===== config.mk =====
export PLATFORM = sky130hd
export DESIGN_NAME = alu_share_arb
export DESIGN_NICKNAME = d
export VERILOG_FILES = /design/src/rtl/alu_share_arb.sv
export SDC_FILE = /design/constraint.sdc
export NUM_CORES = 1
export LEC_CHECK = 0
export ABC_AREA = 1
export CORE_ASPECT_RATIO = 0.6
export CORE_MARGIN = 5
export CORE_UTILIZATION = 35
export CTS_CLUSTER_SIZE = 14
export DETAILED_ROUTE_END_ITERATION = 12
export PLACE_DENSITY_LB_ADDON = 0.1
export SLEW_MARGIN = 20
export SYNTH_ARGS = -nofsm -noshare
export SYNTH_HDL_FRONTEND = slang
export SYNTH_SLANG_ARGS = --single-unit

===== constraint.sdc =====
create_clock -name clk -period 5 [get_ports clk]
set_input_delay 1 -clock clk [delete_from_list [all_inputs] [get_ports clk]]
set_output_delay 1 -clock clk [all_outputs]
set_load 0.02 [all_outputs]

===== src/rtl/alu_share_arb.sv =====
// alu_share_arb: round-robin arbiter that time-shares one combinational ALU between
// two requesters, holding operands in registers and the result until it is taken.
module alu_share_arb #(
    parameter int WIDTH = 32
) (
    input  logic             clk,
    input  logic             rst,
    input  logic             i_req0_valid,
    output logic             o_req0_ready,
    input  logic [WIDTH-1:0] i_req0_a,
    input  logic [WIDTH-1:0] i_req0_b,
    input  logic [2:0]       i_req0_op,
    input  logic             i_req1_valid,
    output logic             o_req1_ready,
    input  logic [WIDTH-1:0] i_req1_a,
    input  logic [WIDTH-1:0] i_req1_b,
    input  logic [2:0]       i_req1_op,
    output logic [WIDTH-1:0] o_alu_src_a,
    output logic [WIDTH-1:0] o_alu_src_b,
    output logic [2:0]       o_alu_control,
    input  logic [WIDTH-1:0] i_alu_result,
    input  logic             i_alu_zero,
    output logic             o_rsp0_valid,
    input  logic             i_rsp0_ready,
    output logic             o_rsp1_valid,
    input  logic             i_rsp1_ready,
    output logic [WIDTH-1:0] o_rsp_result,
    output logic             o_rsp_zero,
    output logic             o_rsp_err,
    output logic             o_busy
);

    typedef enum logic [1:0] {
        S_IDLE = 2'd0,
        S_EXEC = 2'd1,
        S_RESP = 2'd2
    } state_t;

    state_t           r_state;
    state_t           w_next_state;
    logic             r_rr_ptr;
    logic             r_owner;
    logic [WIDTH-1:0] r_op_a;
    logic [WIDTH-1:0] r_op_b;
    logic [2:0]       r_op_code;
    logic [WIDTH-1:0] r_res;
    logic             r_zr;
    logic             r_err;

    logic w_grant;
    logic w_grant_valid;
    logic w_accept;
    logic w_owner_ready;
    logic w_illegal;

    // A lone requester wins outright; rr_ptr only breaks ties.
    assign w_grant       = (i_req0_valid & i_req1_valid) ? r_rr_ptr : i_req1_valid;
    assign w_grant_valid = w_grant ? i_req1_valid : i_req0_valid;
    assign w_accept      = (r_state == S_IDLE) & w_grant_valid;
    assign w_owner_ready = r_owner ? i_rsp1_ready : i_rsp0_ready;
    assign w_illegal     = r_op_code[2] & r_op_code[1];

    always_ff @(posedge clk or posedge rst) begin
        if (rst) r_state <= S_IDLE;
        else     r_state <= w_next_state;
    end

    always_comb begin
        // NOTE: default first so every path assigns w_next_state and no latch is inferred.
        w_next_state = r_state;
        case (r_state)
            S_IDLE:  if (w_accept) w_next_state = S_EXEC;
            S_EXEC:  w_next_state = S_RESP;
            S_RESP:  if (w_owner_ready) w_next_state = S_IDLE;
            default: w_next_state = S_IDLE;
        endcase
    end

    // NOTE: operand registers are reset because they drive the ALU ports directly.
    always_ff @(posedge clk or posedge rst) begin
        if (rst) begin
            r_rr_ptr  <= 1'b0;
            r_owner   <= 1'b0;
            r_op_a    <= '0;
            r_op_b    <= '0;
            r_op_code <= 3'b000;
            r_res     <= '0;
            r_zr      <= 1'b0;
            r_err     <= 1'b0;
        end else begin
            if (w_accept) begin
                r_op_a    <= w_grant ? i_req1_a  : i_req0_a;
                r_op_b    <= w_grant ? i_req1_b  : i_req0_b;
                r_op_code <= w_grant ? i_req1_op : i_req0_op;
                r_owner   <= w_grant;
                r_rr_ptr  <= ~w_grant;
            end
            if (r_state == S_EXEC) begin
                r_res <= w_illegal ? '0 : i_alu_result;
                r_zr  <= i_alu_zero;
                r_err <= w_illegal;
            end
        end
    end

    always_comb begin
        o_req0_ready  = 1'b0;
        o_req1_ready  = 1'b0;
        o_alu_control = 3'b000;
        o_rsp0_valid  = 1'b0;
        o_rsp1_valid  = 1'b0;
        case (r_state)
            S_IDLE: begin
                o_req0_ready = ~rst & ~w_grant;
                o_req1_ready = ~rst & w_grant;
            end
            S_EXEC: o_alu_control = r_op_code;
            S_RESP: begin
                o_rsp0_valid = ~r_owner;
                o_rsp1_valid = r_owner;
            end
            default: ;
        endcase
    end

    assign o_alu_src_a  = r_op_a;
    assign o_alu_src_b  = r_op_b;
    assign o_rsp_result = r_res;
    assign o_rsp_zero   = r_zr;
    assign o_rsp_err    = r_err;
    assign o_busy       = (r_state != S_IDLE);

endmodule

==> results of run 1 <==
sequential cells by signal (all words and copies together), names as in the netlist:
signal	flops
r_owner	1
o_rsp_zero	1
o_rsp_err	1
r_state	2
r_op_code	3
r_rr_ptr	1
o_rsp_result	32
o_alu_src_a	32
o_alu_src_b	32
cell usage in the layout (no fill, tap or decap):
cell,count
o21ai_0,2
a21oi_2,1
nand2_2,2
buf_2,1
nor2_4,1
nor3_1,1
clkbuf_8,1
inv_8,1
inv_6,2
inv_2,2
clkdlybuf4s50_1,277
nor2_1,9
buf_4,9
inv_1,143
nand2_1,307
clkinvlp_4,1
dfrtp_1,105
bufinv_16,2
clkbuf_16,9
nor2_2,1
inv_4,1
nand3_1,135
stage by stage:
stage	setup slack, ns	std cells	util
after floorplan	1.239	753	-
after global placement	1.560	1195	0.5578
after detailed placement	1.515	1195	0.5578
after CTS	1.513	1211	0.5806
after global routing	1.434	1211	0.5806
final	1.527	1211	0.5806
path summary, 6_finish.rpt:
path	start	endpoint	slack, ns	cells after the start
min	o_alu_src_a[6]$_DFFE_PP0P_	o_alu_src_a[6]$_DFFE_PP0P_	0.48	2
min reg2reg	o_alu_src_a[6]$_DFFE_PP0P_	o_alu_src_a[6]$_DFFE_PP0P_	0.48	2
max	i_req0_valid	o_req1_ready	1.53	6
max reg2reg	r_state[0]$_DFFE_PP0P_	o_alu_src_a[25]$_DFFE_PP0P_	2.51	8
min in group asynchronous	rst	o_alu_src_b[25]$_DFFE_PP0P_	1.29	2
max in group asynchronous	rst	o_alu_src_b[14]$_DFFE_PP0P_	2.73	3
power groups by stage:
stage	registers [mW]	clock network [mW]	logic, mW
after floorplan	1.98	0	0.955
after global placement	1.52	0	2.65
after detailed placement	1.50	0	2.67
after CTS	1.50	0.813	2.67
after global routing	1.56	0.852	2.87
final	1.50	0.792	2.62
per-layer routing:
layer | global-route usage | vias up | wire length [um]
met2 | 0.2943 | 183 | 7608
met5 | 0 | - | 0
li1 | - | 2735 | -
met1 | 0.2643 | 2328 | 8164
met3 | 0.06884 | 18 | 1588
met4 | 0.04365 | 0 | 270
final cells by class:
class	instances	area, um^2
Multi-Input combinational cell	459	1916
Sequential cell	105	2628
Clock buffer	10	239.0
Tap cell	198	247.7
Timing Repair Buffer	287	2845
Inverter	146	550.5
Clock inverter	6	96.34
Fill cell	1370	6155
kinds of logic after synthesis:
logic type | count (synthesis)
and+or+nand+nor | 456
DFF | 105
AOI/OAI and AO/OA | 3
buffers and inverters | 189
critical path: cells and delay by family:
kind	cells	cell delay (ns)
buf+inv	2	1.12
simple gates	4	0.35
==> flow_summary_export.csv, run 1 <==
group,metric,value,unit
outcome,outcome,"completed",
drt,postRouteAntennaNets,0,
yosys,synth-simple-area-share,0.3558,
yosys,synth.largest_area_cell,"dfrtp_1",
yosys,yosys.area.top_type_share,0.4941,
cts,cts.clk_slew.worst_paths,0.07,ns
grt,grt_overflow_total,0,
setup_path,worstPathRequired,4.00,ns
grt,grt_antenna_before_repair,0,
floorplan,dieArea,0.01784,mm^2
drt,wire_per_inst,14.56,um
timing,fin_skew,0.009467,ns
cts,worstSkewPairLatency,0.34,ns
floorplan,io_pins,279,
yosys,synth_fp_nets,926,
placed_design,portBuffers,278,
min_path,worstHoldPathType,"reg2reg",
yosys,netlist_area,0.005318,mm^2
finish,final_area,0.008522,mm^2
power_and_ir_drop,p_sw,2.059,mW
power_and_ir_drop,p_int,2.861,mW
timing,finalSetupViolations,0,
timing,slew_headroom,0.3535,
yosys,synth_top_family_by_area,"simple AND/OR/NAND/NOR gates",
yosys,synth-xor-area-share,0,
grt,grt_max_degree,78,
drt,via_per_inst,4.347,
yosys,yosysUniqueCellTypes,16,
yosys,synth_edf_count,0,
yosys,synth_fa_ha_area_frac,0,
yosys,muxShareOfSynthArea,0,
grt,grt_usage,0.1928,
drt,dr.pass1.iters,5,
setup_path,crit_arrival,2.47,ns
power_and_ir_drop,pwr-share-clk,0.161,
cts,cts.htree.levels,3,
timing,min_period,3.473,ns
placed_design,placed_cell_area,0.008187,mm^2
power_and_ir_drop,pwr-share-seq,0.306,
finish,drive_gt1_frac,0.03356,
setup_path,end_kind,"output pin",
timing,rsz0062_at_grt,"no",
floorplan,initial_core_util,0.3623,
yosys,synth_commonest_cells,"nand2_1 (309), inv_1 (144), nand3_1 (135), dfrtp_1 (105), buf_2 (29)",
power_and_ir_drop,p_leak,4.514,nW
finish,area_growth_syn_to_layout,60.26,%
yosys,yosys_warnings,0,
cts,cts_setup_buffers,0,
grt,grt_pass1_vias,5095,
timing,finalSetupTns,0,ns
timing,timing.final.crit_share,0.6946,
yosys,synth.most_common_cell,"nand2_1",
grt,grt_pass1_wl,27.79,mm
timing,fmax,288.0,MHz
cts,clock_path_buffers,2,
drt,drt_iter0_drc,377,
yosys,yosys-top-cells-area,"dfrtp_1 (49%), nand2_1 (22%), nand3_1 (13%), inv_1 (10%), buf_2 (2.7%)",
floorplan,die_y,105.5,um
power_and_ir_drop,power_density,577.4,mW/mm^2
yosys,ys_ff_latch,105,
cts,cts_tree,"done",
floorplan,dieWidth,169.1,um
power_and_ir_drop,combPwrFrac,0.533,
yosys,avgSynthCellArea,7.062,um^2
drt,vias,5264,
timing,hold_viol,0,
setup_path,start_kind,"input pin",
cts,ctsRootBufferMaster,"clkbuf_16",
cts,numCtsBuffers,9,
drt,routed_wl,17.63,mm
yosys,synthCells,753,
timing,finalMaxSlewViolations,0,
yosys,ys_async_sr_fraction,1.000,
floorplan,coreArea,0.01468,mm^2
setup_path,crit_chain,"clkdlybuf4s50_1 > nor2_2 > nor2_4 > nand2_1 > nor2_1 > clkdlybuf4s50_1",
setup_path,crit_slowest_cell,"clkdlybuf4s50_1",
yosys,synth_flop_cell,"dfrtp_1",
placed_design,dp_hpwl,12.70,mm
finish,antenna_cells,0,
setup_path,cpMostUsedCell,"clkdlybuf4s50_1",
cts,cts_hold_buf,0,
timing,hold_slack,0.4795,ns
cts,cts_resized,0,
power_and_ir_drop,ir_drop,249.3,uV
floorplan,core.rowCount,34,
yosys,ys_seq_area_frac,0.4941,
timing,tightest_slew,0.9697,ns
cts,cts.sinks,105,
drt,drc,0,
flow_run,cap_viol_max_count,0,
yosys,synth_compound_area_frac,0.003529,
placed_design,routabilityCongestion,0.8033,
power_and_ir_drop,swShare,0.4185,
finish,nets,1181,
power_and_ir_drop,fin_total_pwr,4.920,mW
setup_path,worstSetupPathType,"in2out",
setup_path,max_stage_delay,0.61,ns
setup_path,path_max_fanout,2,
Note: power is estimated with default switching activity, not from simulation.
==> inputs of run 2 (changes only) <==
clock period = 3.4 ns   (was 5 ns; I/O delays follow)
==> run 2 against run 1 <==
  * Register-to-register slack got worse by 1.2 ns
  * Non-clock buffer count is 1 higher
  * Critical path depth is the same
  * Clock power is 21% higher
  * Combinational power is 48% higher
==> flow_summary_export.csv, run 2 (same netlist as run 1, synthesis figures left out) <==
group,metric,value,unit
grt,grt_overflow_total,0,
finish,drive_gt1_frac,0.03353,
cts,worstSkewPairLatency,0.34,ns
power_and_ir_drop,power_density,831.8,mW/mm^2
cts,numCtsBuffers,9,
timing,tightest_slew,0.7843,ns
grt,grt_antenna_before_repair,1,
floorplan,coreArea,0.01468,mm^2
cts,cts.htree.levels,3,
cts,cts.sinks,105,
drt,via_per_inst,4.321,
cts,cts_tree,"done",
cts,cts_setup_buffers,0,
setup_path,max_stage_delay,0.62,ns
setup_path,ff2ff_setup_slack,1.30,ns
floorplan,core.rowCount,34,
finish,fill_cells,1429,
setup_path,end_kind,"output pin",
grt,grt_pass1_vias,4963,
cts,cts_hold_buf,0,
timing,finalSetupViolations,0,
timing,final.setup.worst_slack,0.5740,ns
placed_design,dp.cells,1196,
setup_path,setup.worst_path.start,"i_req0_valid",
timing,fin_skew,0.005526,ns
setup_path,r2r_cells,8,
grt,grt_max_degree,73,
setup_path,path_max_fanout,2,
setup_path,crit_slowest_cell,"clkdlybuf4s50_1",
timing,timing.final.crit_share,0.8312,
setup_path,start_kind,"input pin",
setup_path,worstPathRequired,2.72,ns
floorplan,initial_core_util,0.3623,
drt,wire_per_inst,14.60,um
timing,rsz0062_at_grt,"no",
timing,fmax,353.9,MHz
floorplan,io_pins,279,
floorplan,die_y,105.5,um
finish,layout_common_cells,"nand2_1 (307), clkdlybuf4s50_1 (277), inv_1 (143), nand3_1 (135), dfrtp_1 (105)",
finish,fin_cells,1212,
cts,cts_resized,0,
cts,cts.clk_slew.worst_paths,0.07,ns
drt,postRouteAntennaNets,0,
flow_run,cap_viol_max_count,0,
min_path,worstHoldPathType,"reg2reg",
finish,final_common_cell,"nand2_1",
drt,drc,0,
setup_path,worstSetupPathType,"in2out",
setup_path,r2r_start,"r_state[0]$_DFFE_PP0P_",
cts,ctsRootBufferMaster,"clkbuf_16",
cts,clock_path_buffers,2,
placed_design,routabilityCongestion,0.8008,
grt,grt_pass1_wl,27.38,mm
drt,dr.pass1.iters,4,
placed_design,dpl_worst_slack,0.5664,ns
timing,slew_headroom,0.4771,
drt,routed_wl,17.70,mm
floorplan,dieWidth,169.1,um
outcome,outcome,"completed",
setup_path,crit_chain,"clkdlybuf4s50_1 > nor2_2 > nor2_4 > nand2_1 > nor2_1 > clkdlybuf4s50_1",
power_and_ir_drop,fin_total_pwr,7.053,mW
setup_path,timing.rr.end,"o_alu_src_b[5]$_DFFE_PP0P_",
finish,nets,1182,
placed_design,dp_hpwl,12.69,mm
power_and_ir_drop,ir_drop,311.0,uV
setup_path,cpMostUsedCell,"clkdlybuf4s50_1",
timing,finalSetupTns,0,ns
placed_design,portBuffers,278,
drt,vias,5237,
finish,postLayoutCoreUtil,0.5777,
timing,hold_viol,0,
finish,area_growth_syn_to_layout,59.46,%
setup_path,crit_arrival,2.15,ns
setup_path,critPathCapture,"o_req1_ready",
floorplan,dieArea,0.01784,mm^2
grt,grt_usage,0.1907,
timing,finalMaxSlewViolations,0,
finish,antenna_cells,0,
power_and_ir_drop,p_leak,4.486,nW
drt,drt_iter0_drc,321,
timing,min_period,2.826,ns
run 2: cell count changes in the layout (fill, tap and decap cells not counted), sizes merged:
cell	previous run	this run
clkinv	0	2
clkinvlp	1	3
inv	149	147
buf	10	11
bufinv	2	0
run 2: power breakdown:
| group | total (mW) | internal [mW] | switching (mW) |
|---|---|---|---|
| Sequential | 2.21 | 1.87 | 0.333 |
| Combinational | 3.89 | 1.67 | 2.22 |
| Clock | 0.958 | 0.500 | 0.458 |
| Total | 7.05 | 4.04 | 3.01 |
run 2: metal layers:
layer / vias to the layer above / GRT usage / wire [um]
met2: 179 / 0.2991 / 7841
met4: 2 / 0.03963 / 190
met5: - / 0 / 13
li1: 2732 / - / -
met3: 15 / 0.06771 / 1600
met1: 2309 / 0.2565 / 8053
run 2: how the worst min path moves through the flow:
| stage | end | startpoint | slack [ns] | cells past startpoint |
|---|---|---|---|---|
| global placement | o_rsp_result[8]$_DFFE_PP0N_ | o_rsp_result[8]$_DFFE_PP0N_ | 0.46 | 2 |
| floorplan | r_op_code[0]$_DFFE_PP0P_ | r_op_code[0]$_DFFE_PP0P_ | 0.45 | 2 |
| finish | o_alu_src_a[27]$_DFFE_PP0P_ | o_alu_src_a[27]$_DFFE_PP0P_ | 0.48 | 2 |
| global route | o_rsp_result[29]$_DFFE_PP0N_ | o_rsp_result[29]$_DFFE_PP0N_ | 0.49 | 2 |
| detailed placement | o_alu_src_b[30]$_DFFE_PP0P_ | o_alu_src_b[30]$_DFFE_PP0P_ | 0.46 | 2 |
| CTS | o_alu_src_b[30]$_DFFE_PP0P_ | o_alu_src_b[30]$_DFFE_PP0P_ | 0.48 | 2 |
run 2: through the flow:
stage          hold WS [ns]  area, um^2
3_5_place_dp         0.4637        8208
2_1_floorplan        0.4491        5321
5_1_grt              0.4911        8479
3_3_place_gp         0.4604        8208
6_report             0.4778        8479
4_1_cts              0.4829        8479
run 2: critical path, delay by kind of cell:
family	cells	cell delay, ns
buf+inv	2	1.12
simple gates	4	0.34
run 2: cell type report:
type	count	area, um^2	share of cell area
repair buffers	288	2865	0.3379
flip-flops and latches	105	2628	0.3099
multi-input cells	459	1916	0.2259
inverters	146	551.8	0.06507
well taps	198	247.7	0.02922
clock buffers	10	229.0	0.02700
clock inverters	6	42.54	0.005017
==> inputs of run 3 (changes only) <==
clock period = 2.3 ns   (was 3.4 ns; I/O delays follow)
==> run 3 against run 2 <==
  * Combinational power increased by 49%
  * Critical path depth fell by 2
  * First-iteration DRC count grew 25%
  * Setup slack worse by 0.43 ns
  * Clock power increased by 67%
  * Final area rose by 0.87%
  * Hold slack better by 0.0018 ns
  * Count of clock-buffer cells in the layout is 1 lower
  * Global-route usage rose by 0.67 points
  * Core utilization up 0.50 points
  * Via count up 3.4%
  * Critical endpoint is now o_rsp1_valid
==> flow_summary_export.csv, run 3 (same netlist as run 1, synthesis figures left out) <==
group,metric,value,unit
setup_path,end_kind,"output pin",
setup_path,r2r_start,"r_state[0]$_DFFE_PP0P_",
placed_design,routabilityCongestion,0.7890,
setup_path,start_kind,"flop",
setup_path,r2r_cells,7,
floorplan,core.rowCount,34,
finish,layout_common_cells,"nand2_1 (307), clkdlybuf4s50_1 (275), inv_1 (143), nand3_1 (135), dfrtp_1 (105)",
finish,final_common_cell,"nand2_1",
finish,area_growth_syn_to_layout,60.85,%
drt,postRouteAntennaNets,0,
drt,wire_per_inst,14.73,um
grt,grt_max_degree,75,
grt,grt_usage,0.1974,
finish,antenna_cells,0,
setup_path,critPathCapture,"o_rsp1_valid",
finish,fill_cells,1416,
outcome,outcome,"completed",
floorplan,dieWidth,169.1,um
cts,numCtsBuffers,9,
setup_path,timing.rr.end,"o_alu_src_b[8]$_DFFE_PP0P_",
finish,final_area,0.008553,mm^2
floorplan,io_pins,279,
timing,tightest_slew,0.7806,ns
cts,clock_path_buffers,2,
grt,grt_pass1_wl,28.43,mm
timing,fin_skew,0.009938,ns
setup_path,worstPathRequired,1.84,ns
cts,cts_hold_buf,0,
drt,drt_iter0_drc,400,
setup_path,crit_arrival,1.70,ns
drt,routed_wl,17.92,mm
min_path,worstHoldPathType,"reg2reg",
timing,min_period,2.160,ns
cts,cts.htree.levels,3,
timing,hold_slack,0.4796,ns
cts,cts.sinks,105,
timing,finalMaxSlewViolations,0,
placed_design,portBuffers,278,
cts,cts.clk_slew.worst_paths,0.07,ns
drt,dr.pass1.iters,4,
setup_path,ff2ff_setup_slack,0.43,ns
cts,cts_setup_buffers,0,
finish,nets,1187,
cts,ctsRootBufferMaster,"clkbuf_16",
setup_path,setup.worst_path.start,"r_state[0]$_DFFE_PP0P_",
power_and_ir_drop,pwr-share-clk,0.150,
floorplan,dieArea,0.01784,mm^2
timing,slew_headroom,0.4796,
finish,drive_gt1_frac,0.03925,
setup_path,worstSetupPathType,"reg2out",
timing,finalSetupViolations,0,
placed_design,dp_hpwl,12.93,mm
cts,cts_resized,2,
placed_design,placed_cell_area,0.008245,mm^2
power_and_ir_drop,p_int,6.130,mW
power_and_ir_drop,ir_drop,459.9,uV
drt,drc,0,
setup_path,path_max_fanout,3,
cts,worstSkewPairLatency,0.34,ns
floorplan,initial_core_util,0.3623,
drt,vias,5417,
timing,fmax,462.9,MHz
floorplan,coreArea,0.01468,mm^2
timing,timing.final.crit_share,0.9393,
grt,grt_overflow_total,0,
grt,grt_antenna_before_repair,1,
power_and_ir_drop,combPwrFrac,0.543,
flow_run,cap_viol_max_count,0,
power_and_ir_drop,p_sw,4.525,mW
floorplan,die_y,105.5,um
power_and_ir_drop,power_density,1246,mW/mm^2
power_and_ir_drop,p_leak,4.534,nW
power_and_ir_drop,swShare,0.4247,
timing,rsz0062_at_grt,"no",
drt,via_per_inst,4.451,
cts,cts_tree,"done",
grt,grt_pass1_vias,5310,
power_and_ir_drop,pwr-share-seq,0.307,
timing,hold_viol,0,
run 3: metrics by stage:
| step | setup TNS [ns] | util | cells | total power, mW | setup slack (ns) |
|---|---|---|---|---|---|
| final | 0 | 0.5828 | 1217 | 10.66 | 0.1395 |
| after global routing | 0 | 0.5828 | 1217 | 11.44 | 0.02036 |
| after CTS | 0 | 0.5828 | 1217 | 10.79 | 0.1228 |
| after detailed placement | -0.1277 | 0.5618 | 1201 | 9.152 | -0.06329 |
| after global placement | -0.09178 | 0.5618 | 1201 | 9.104 | -0.04916 |
| after floorplan | 0 | - | 753 | 6.374 | 0.4162 |
run 3: routing by layer:
metal	track usage	vias up	share of wire	routed length, um
li1	-	2745	-	-
met1	0.2674	2453	0.45	8066
met2	0.3020	196	0.44	7822
met3	0.07183	21	0.096	1727
met4	0.04940	2	0.016	290
met5	0	-	0.00073	13
run 3: critical path, cell delays in order (launching register included):
cell and delay, ns:
dfrtp_1 0.39, nor2_1 0.16, inv_1 0.07, nor2_1 0.10, clkdlybuf4s50_1 0.64
run 3: how the worst min path moves through the flow:
| stage | startpoint | to | slack [ns] | cells past startpoint |
|---|---|---|---|---|
| 6_report | o_alu_src_b[4]$_DFFE_PP0P_ | o_alu_src_b[4]$_DFFE_PP0P_ | 0.48 | 2 |
| 2_1_floorplan | r_op_code[0]$_DFFE_PP0P_ | r_op_code[0]$_DFFE_PP0P_ | 0.45 | 2 |
| 3_3_place_gp | o_alu_src_a[31]$_DFFE_PP0P_ | o_alu_src_a[31]$_DFFE_PP0P_ | 0.46 | 2 |
| 4_1_cts | o_alu_src_b[11]$_DFFE_PP0P_ | o_alu_src_b[11]$_DFFE_PP0P_ | 0.49 | 2 |
| 5_1_grt | o_alu_src_b[4]$_DFFE_PP0P_ | o_alu_src_b[4]$_DFFE_PP0P_ | 0.50 | 2 |
| 3_5_place_dp | o_alu_src_b[11]$_DFFE_PP0P_ | o_alu_src_b[11]$_DFFE_PP0P_ | 0.46 | 2 |
run 3: power by group through the flow:
stage          registers [mW]  clock network, mW  logic, mW
3_5_place_dp             3.27                  0       5.88
5_1_grt                  3.39               1.72       6.33
6_report                 3.27               1.60       5.79
3_3_place_gp             3.27                  0       5.83
2_1_floorplan            4.30                  0       2.08
4_1_cts                  3.27               1.65       5.88
run 3: final cells by class:
class | count | area (um^2) | share of cell area
clock buffers | 9 | 225.2 | 0.02633
clock inverters | 7 | 85.08 | 0.009947
inverters | 146 | 551.8 | 0.06451
multi-input cells | 459 | 1916 | 0.2240
flip-flops and latches | 105 | 2628 | 0.3072
well taps | 198 | 247.7 | 0.02896
repair buffers | 293 | 2900 | 0.3391
